$ cat src/rtl/render_pkg.sv
// rtl/render_pkg.sv - shared types and constants for the render queue loader
package render_pkg;

    typedef enum logic [2:0] {
        ST_IDLE,
        ST_WAIT_VB,
        ST_CLEAR,
        ST_STREAM,
        ST_ENDM
    } rql_state_t;

    localparam logic [1:0] ADDR_ENTRY  = 2'd0;
    localparam logic [1:0] ADDR_COMMIT = 2'd1;
    localparam logic [1:0] ADDR_STATUS = 2'd2;
    localparam logic [1:0] ADDR_CLRSTS = 2'd3;

    localparam logic [7:0] END_MARKER_DEF = 8'hFF;

    typedef struct packed {
        logic [7:0] id;
        logic [7:0] x;
        logic [7:0] y;
        logic [7:0] flags;
    } rq_entry_t;

endpackage

$ cat src/rtl/rq_stage_ram.sv
// rtl/rq_stage_ram.sv - DEPTH x 32 simple dual-port staging RAM, registered read
module rq_stage_ram #(
    parameter int DEPTH = 64,
    parameter int AW    = $clog2(DEPTH)
) (
    input  logic          clk,
    input  logic          we,
    input  logic [AW-1:0] waddr,
    input  logic [31:0]   wdata,
    input  logic          re,
    input  logic [AW-1:0] raddr,
    output logic [31:0]   rdata
);

    logic [31:0] mem [DEPTH];

    // Output register holds between reads so the serializer can pick bytes from it.
    always_ff @(posedge clk) begin
        if (we) mem[waddr] <= wdata;
        if (re) rdata <= mem[raddr];
    end

endmodule

$ cat src/rtl/render_queue_loader.sv
// rtl/render_queue_loader.sv - Avalon staging buffer that flushes sprite entries into the render queue
// Optional VBLANK_SYNC_EN: hold the flush until vertical blanking.
module render_queue_loader
    import render_pkg::*;
#(
    parameter int         DEPTH      = 64,
    parameter logic [7:0] END_MARKER = END_MARKER_DEF
) (
    input  logic        clk50,
    input  logic        reset_n,
    input  logic        chipselect,
    input  logic        write,
    input  logic        read,
    input  logic [1:0]  address,
    input  logic [31:0] writedata,
    output logic [31:0] readdata,
    input  logic        vblank,
    output logic        clear_render_queue,
    output logic        render_queue_we,
    output logic [7:0]  render_queue_din
);

    localparam int AW = $clog2(DEPTH);

    rql_state_t  state, state_nxt;
    logic [8:0]  count;
    logic [8:0]  n_latched;
    logic [8:0]  entry_idx;
    logic [1:0]  byte_idx;
    logic        overflow;
    logic        late;
    logic [7:0]  din_hold;
    logic [31:0] rd_data;
    rq_entry_t   cur_e;
    logic [7:0]  stream_byte;
    logic        vb_ok;

    logic busy, wr_en, entry_wr, entry_ok, commit_wr, commit_go, clrsts_wr, last_byte;
    logic ram_re;
    logic [AW-1:0] ram_raddr;

    assign busy      = (state != ST_IDLE);
    assign wr_en     = chipselect & write;
    assign entry_wr  = wr_en && (address == ADDR_ENTRY);
    assign entry_ok  = entry_wr && !busy && (count != 9'(DEPTH));
    assign commit_wr = wr_en && (address == ADDR_COMMIT);
    assign commit_go = commit_wr && !busy && (count != 9'd0);
    assign clrsts_wr = wr_en && (address == ADDR_CLRSTS);
    assign last_byte = (state == ST_STREAM) && (byte_idx == 2'd3) && (entry_idx == n_latched - 9'd1);

`ifdef VBLANK_SYNC_EN
    assign vb_ok = vblank;
`else
    // Without blanking sync the wait is a single cycle; vblank has no effect.
    assign vb_ok = 1'b1 | vblank;
`endif

    always_ff @(posedge clk50) begin
        if (!reset_n) state <= ST_IDLE;
        else          state <= state_nxt;
    end

    always_comb begin
        state_nxt = state;
        case (state)
            ST_IDLE:    if (commit_go) state_nxt = ST_WAIT_VB;
            ST_WAIT_VB: if (vb_ok) state_nxt = ST_CLEAR;
            ST_CLEAR:   state_nxt = ST_STREAM;
            ST_STREAM:  if (last_byte) state_nxt = ST_ENDM;
            ST_ENDM:    state_nxt = ST_IDLE;
            default:    state_nxt = ST_IDLE;
        endcase
    end

    // Next entry is fetched on the last byte of the current one, so the RAM output
    // register always holds the entry being serialized.
    assign ram_re    = (state == ST_CLEAR) || ((state == ST_STREAM) && (byte_idx == 2'd3));
    assign ram_raddr = (state == ST_CLEAR) ? '0 : entry_idx[AW-1:0] + AW'(1);

    rq_stage_ram #(.DEPTH(DEPTH), .AW(AW)) u_ram (
        .clk   (clk50),
        .we    (entry_ok),
        .waddr (count[AW-1:0]),
        .wdata (writedata),
        .re    (ram_re),
        .raddr (ram_raddr),
        .rdata (rd_data)
    );

    assign cur_e = rq_entry_t'(rd_data);

    always_comb begin
        stream_byte = cur_e.id;
        case (byte_idx)
            2'd0: stream_byte = cur_e.id;
            2'd1: stream_byte = cur_e.x;
            2'd2: stream_byte = cur_e.y;
            2'd3: stream_byte = cur_e.flags;
            default: stream_byte = cur_e.id;
        endcase
    end

    assign clear_render_queue = (state == ST_CLEAR);
    assign render_queue_we    = (state == ST_STREAM) || (state == ST_ENDM);
    assign render_queue_din   = (state == ST_STREAM) ? stream_byte :
                                (state == ST_ENDM)   ? END_MARKER  : din_hold;

    always_ff @(posedge clk50) begin
        if (!reset_n) begin
            count     <= '0;
            n_latched <= '0;
            entry_idx <= '0;
            byte_idx  <= '0;
            overflow  <= 1'b0;
            late      <= 1'b0;
            din_hold  <= '0;
            readdata  <= '0;
        end else begin
            readdata <= (chipselect && read && address == ADDR_STATUS) ?
                        {16'h0, count[7:0], 5'h0, late, overflow, busy} : 32'h0;
            if (entry_wr) begin
                if (entry_ok) count <= count + 9'd1;
                else          overflow <= 1'b1;
            end
            if (commit_wr && busy) late <= 1'b1;
            if (clrsts_wr) begin
                if (writedata[0]) overflow <= 1'b0;
                if (writedata[1]) late <= 1'b0;
            end
            if (commit_go) n_latched <= count;
            if (state == ST_CLEAR) begin
                entry_idx <= '0;
                byte_idx  <= '0;
            end
            if (state == ST_STREAM) begin
                byte_idx <= byte_idx + 2'd1;
                if (byte_idx == 2'd3) entry_idx <= entry_idx + 9'd1;
            end
            if (state == ST_ENDM) count <= '0;
            if (render_queue_we) din_hold <= render_queue_din;
        end
    end

endmodule

$ cat config.mk
export PLATFORM = sky130hd
export DESIGN_NAME = render_queue_loader
export DESIGN_NICKNAME = d
export VERILOG_FILES = /design/src/rtl/render_pkg.sv /design/src/rtl/rq_stage_ram.sv /design/src/rtl/render_queue_loader.sv
export SDC_FILE = /design/constraint.sdc
export NUM_CORES = 2
export LEC_CHECK = 0
export CORE_UTILIZATION = 25
export CTS_CLUSTER_DIAMETER = 150
export DETAILED_ROUTE_END_ITERATION = 7
export SLEW_MARGIN = 0
export SYNTH_ARGS = -nofsm -noshare
export SYNTH_HDL_FRONTEND = slang
export SYNTH_SLANG_ARGS = --single-unit
$ cat constraint.sdc
create_clock -name clk50 -period 5.7 [get_ports clk50]
set_clock_uncertainty 0.15 [all_clocks]
set_input_delay 1.71 -clock clk50 [delete_from_list [all_inputs] [get_ports clk50]]
set_output_delay 1.71 -clock clk50 [all_outputs]
set_load 0.01 [all_outputs]
## Word-level counts from Yosys, hierarchy flattened

Memory sizes are Yosys's and may differ from the RTL's. A register that Yosys moved wholly into a read port is not among the register bits.
Cells that the tools add are included.

- Flip-flop bits (word level): 74
- RAM bits: 2,048
- Word-level logic and storage cells: 78
- Memories kept: 1

- Add/sub/neg operators: 5
- Equality and inequality tests: 14
- Multiplexer cells: 21
- Bitwise operators: 2
- Reductions and logical operators: 25

Memories:

| name | depth | bits a word | read ports | clocked after Yosys merged registers in | wr ports | RTL line | text |
|---|---|---|---|---|---|---|---|
| u_ram.mem | 64 | 32 | 1 | 1 | 1 | rq_stage_ram.sv:15 | `logic [31:0] mem [DEPTH];` |

Operator list:

| operator | count |
|---|---|
| $pmux 8 s4 | 1 |
| $mux 9 | 3 |
| $add 9x1->9 const B | 2 |
| $mux 8 | 2 |
| $logic_and 1x1->1 | 12 |
| $pmux 3 s4 | 1 |
| $eq 9x9->1 | 1 |
| $mux 1 | 9 |
| $ne 9x7->1 const B | 1 |
| $reduce_bool 9->1 | 1 |
| $sub 9x1->9 const B | 1 |
| $eq 2x2->1 const B | 4 |
| $add 6x1->6 const B | 1 |
| $eq 3x2->1 const B | 2 |
| $mux 3 | 2 |
| $mux 6 | 1 |
| $reduce_and 2->1 | 3 |
| $eq 2x1->1 const B | 2 |
| $logic_not 2->1 | 2 |
| $mux 2 | 2 |
| $ne 2x2->1 const B | 2 |
| $eq 3x1->1 const B | 1 |
| $eq 3x3->1 const B | 1 |
| $logic_not 3->1 | 1 |
| other kinds (8) | 9 |

## Depth between registers and ports, before layout

- Word-level depth: 8
- Mapped depth: 11

## Hierarchy

From an unflattened synthesis, not the netlist that was laid out.

- Cells, all modules: 3,663
- Area, all modules: 81,762.2 um^2

By module, submodules not included:

| module | instances | cells each | area each (um^2) | sequential area each (um^2) |
|---|---|---|---|---|
| rq_stage_ram | 1 | 3,324 | 78,835.6 | 62,459.9 |
| render_queue_loader | 1 | 339 | 2,926.6 | 1,061.0 |

## Worst setup path before layout

OpenSTA, ideal clock, no wires.

- Path type: input to register
- From: input address[0]
- To: memory u_ram.mem[53][0] (enable)
- Library setup time: 0.421 ns
- Arrival: 4.302 ns
- Slack: 0.827 ns
- Stages on the path: 6
- Buffers on the path: 1
- Path through: nand4bb_1 a311oi_1 buf_2 nor2b_1 nand3_1 nor2_1

- Word-level cells in the longest chain between the ends: 6

Ends and longest elaborated chain:

| item | RTL line | text |
|---|---|---|
| start, declared | render_queue_loader.sv:14 | `input logic [1:0] address,` |
| $logic_not 2->1 | render_queue_loader.sv:44 | `assign entry_wr = wr_en && (address == ADDR_ENTRY);` |
| $logic_and 1x1->1 | render_queue_loader.sv:44 |  |
| $logic_and 1x1->1 (2 in series) | render_queue_loader.sv:45 | `assign entry_ok = entry_wr && !busy && (count != 9'(DEPTH));` |
| $mux 1 | rq_stage_ram.sv:19 | `if (we) mem[waddr] <= wdata;` |
| $mux 1 (implied by the code) | rq_stage_ram.sv:19 |  |
| end, declared | rq_stage_ram.sv:15 |  |

Every way passes these cells.

## Final worst setup path

- From: register byte_idx[0]
- To: output render_queue_din[5]

- Word-level cells in the longest chain between the ends: 3
- Elaborated cells between the ends (all ways): 6
- Those cells by class: 3 x eq/ne; 2 x mux; 1 x reduce/logical

Ends and longest elaborated chain:

| item | RTL line | text |
|---|---|---|
| start, declared | render_queue_loader.sv:29 | `logic [1:0] byte_idx;` |
| start signal, assigned | render_queue_loader.sv:136 | `byte_idx <= byte_idx + 2'd1;` |
| $eq 2x2->1, or another cell as far along | render_queue_loader.sv:94 | `case (byte_idx)` |
| $pmux 8 s4 * | render_queue_loader.sv:94 |  |
| $mux 8 * | render_queue_loader.sv:105 | `assign render_queue_din = (state == ST_STREAM) ? stream_byte :` |
| end, declared | render_queue_loader.sv:20 | `output logic [7:0] render_queue_din` |

Mark *: on every way between the ends. The rest lies on a longest branch, timed or not.

==> metrics.txt <==
largest net degree at the start of global routing=about 160; most common cell in the netlist=edfxtp_1; Layout Nets=approximately 5600; Setup CP Type=flop to output pin; CTS tree=yes; Die ar.=0.344 mm^2; leakage=29.5 nW; Post-Syn Area per Cell=15.8 um^2; RSZ-0062 raised after global routing=no; Cell Rows=214; register area share after synthesis=between 70% and 80%; top post-synthesis cells by count=edfxtp_1, nand2_1, a211oi_1; r2r startpoint=entry_idx[2]$_SDFF_PN0_; Port Buf Inserts=59; Critical Path Sink Type=output pin; ys async rst share=0%; yosys synthesis warning count=0; Primary FF master, synth=edfxtp_1; final worst path period share=90.0%; gr usage total=14.4%; CP most frequent cell=inv_1; dpl cells=9846; worst vdd ir=about 0.00028 V; GPL Wtd Cong=0.909; total clock sinks=2133; failing checks=DRC; Pwr Density=322 mW/mm^2; CP Cell Sequence=inv_1, ha_1, inv_1, o21ai_0, a21oi_1, clkdlybuf4s50_1; unique cell type count in the Yosys netlist=80; drt first pass iters=8; hold path startpoint=overflow$_SDFF_PN0_; largest cells by area after synthesis=edfxtp_1, mux2i_1, a211oi_1, o211ai_1, nand2_1; clk buf depth=3; Max stage delay cell, worst path=clkdlybuf4s50_1; Max Cap Viol=0; initial antenna violation count=28; 1st-iter DRT viols=6353; H-tree Lvls=4; Clock Latency Late Sink=860 ps; core footprint=0.340 mm^2; Die Height=a little under 600 um; cts hold-fix bufs=0; Tmin final=5130 ps; Worst Hold Slack=about 310 ps; Non-Filler Instances=approximately 10000; Final ANT Viol Nets=0; Worst Setup SP=byte_idx[0]$_SDFFE_PN0P_; hold crit path type=flop to flop; number of vias per cell=4.99; post-synth top area share=73.1%; Vias=51200; Avg WL per Cell=25.1 um; f_max=0.195 GHz; CP startpoint kind=flop; Overall Power=32.1 mW; share of layout cells above drive strength 1=between 10 and 15%; leading area contributor after synthesis=edfxtp_1; Post-CTS Resized=0; Critical Path AT=3270 ps; CP max stage delay=800 ps; gr ovfl total=0; Starting Density=25.1%; Worst Tran Pin Value=1300 ps; Hold Violations, Final=0; Num CTS Buffers=~220; clk slew on worst S/H paths=60 ps; area added between synthesis and finish=16.7%; final setup fails=0; CTS Root Cell=clkbuf_16; DRC violations left=31; setup_tns=0 ps; CP Max Fanout=16; post-synthesis register bit count=approximately 2100; R2R cell count=6; # Post-CTS Setup Buffers=0; # IOs=82; Slew headroom=about 13%; vias in the first global route=49100; Post-Route WL=roughly 260000 um; Post-DP HPWL=155000 um; EDFF count, synth=2080; Post-Synthesis Cells=5424; Post-Syn Area=approximately 0.085 mm^2; Slew Limit Fails=0; die width=587 um; hold path depth=1; status=complete, but fails checks; Finished Core Util=29.3%; Required @ worst endpoint=between 3000 and 4000 ps; global-route wire length before repair=363000 um
-- stage by stage --
step	area (um^2)	worst slack, ps
2_1_floorplan	85500	827
3_3_place_gp	92700	492
3_5_place_dp	92700	511
4_1_cts	99700	478
5_1_grt	99700	436
6_report	99700	568
-- cells by family after synthesis --
family	after synthesis	share of synthesized area [%]
xor+xnor	27	0.325
mux	295	4.04
simple gates	1098	6.51
flops	2133	74.3
compound gates	1388	12.0
buf+inv	474	2.71
other cells	1	0.00439
fa+ha+maj	8	0.117
-- cell type report --
class,count,area [um^2]
clock buffers,273,5690
clock inverters,130,1270
diodes,11,27.5
inverters,13,58.8
repair buffers,327,3110
flip-flops and latches,2133,63500
well taps,4536,5680
multi-input cells,2837,20400
fillers,33400,240000
-- routing by layer --
metal / up-vias / GRT usage [%] / wire (um)
met3: 465 / 3.27 / 23900
li1: 22000 / - / -
met5: - / 0 / 103
met2: 2340 / 22.8 / 118000
met1: 26400 / 18.9 / 104000
met4: 16 / 6.26 / 11400
-- sequential cells by signal (all words and copies together) (netlist names) --
signal,count
count,9
entry_idx,9
n_latched,9
overflow,1
din_hold,8
u_ram.mem,2048
late,1
readdata,11
state,3
byte_idx,2
u_ram.rdata,32
-- worst max-delay path, delay by kind of cell, from the launching register on --
family                     cells  cell delay [ps]
AOI/OAI and AO/OA              2              570
DFF                            1              390
adders and majority gates      1              200
buffers and inverters          3             1250
-- power by group --
part	internal, mW	switching (mW)	leakage (nW)	total, mW
Sequential	17.2	0.0103	19.1	17.2
Combinational	0.215	0.743	6.99	0.958
Clock	7.87	6.06	3.38	13.9
Total	25.3	6.81	29.5	32.1
-- path summary, 6_finish.rpt --
kind / end / slack, ps
min: readdata[1]$_SDFF_PN0_ / 310
max reg2reg: u_ram.rdata[1]$_DFFE_PP_ / 1190
max: render_queue_din[5] / 570
min reg2reg: readdata[1]$_SDFF_PN0_ / 310
-- placed cells by master (no fill, tap or decap), types with 32 or more instances in the layout --
cell type and instances:
edfxtp_1 2080, nand2_1 307, a211oi_1 257, clkbuf_16 217, buf_4 215, o211ai_1 214
o21ai_0 211, mux2i_1 210, nor2b_1 166, and3_1 164, a31oi_1 139, nor2_1 99
nand3_1 83, nor2_4 69, or3_1 65, o22ai_1 64, o31ai_1 61, o221ai_1 56
o21a_1 56, buf_12 53, dfxtp_1 52, clkinv_1 52, clkbuf_1 51, nor3_1 44
a21boi_0 42, mux4_2 35, clkinv_2 34, a2111oi_0 33, a311o_1 33, buf_2 32
(Power assumes the default switching activity.)
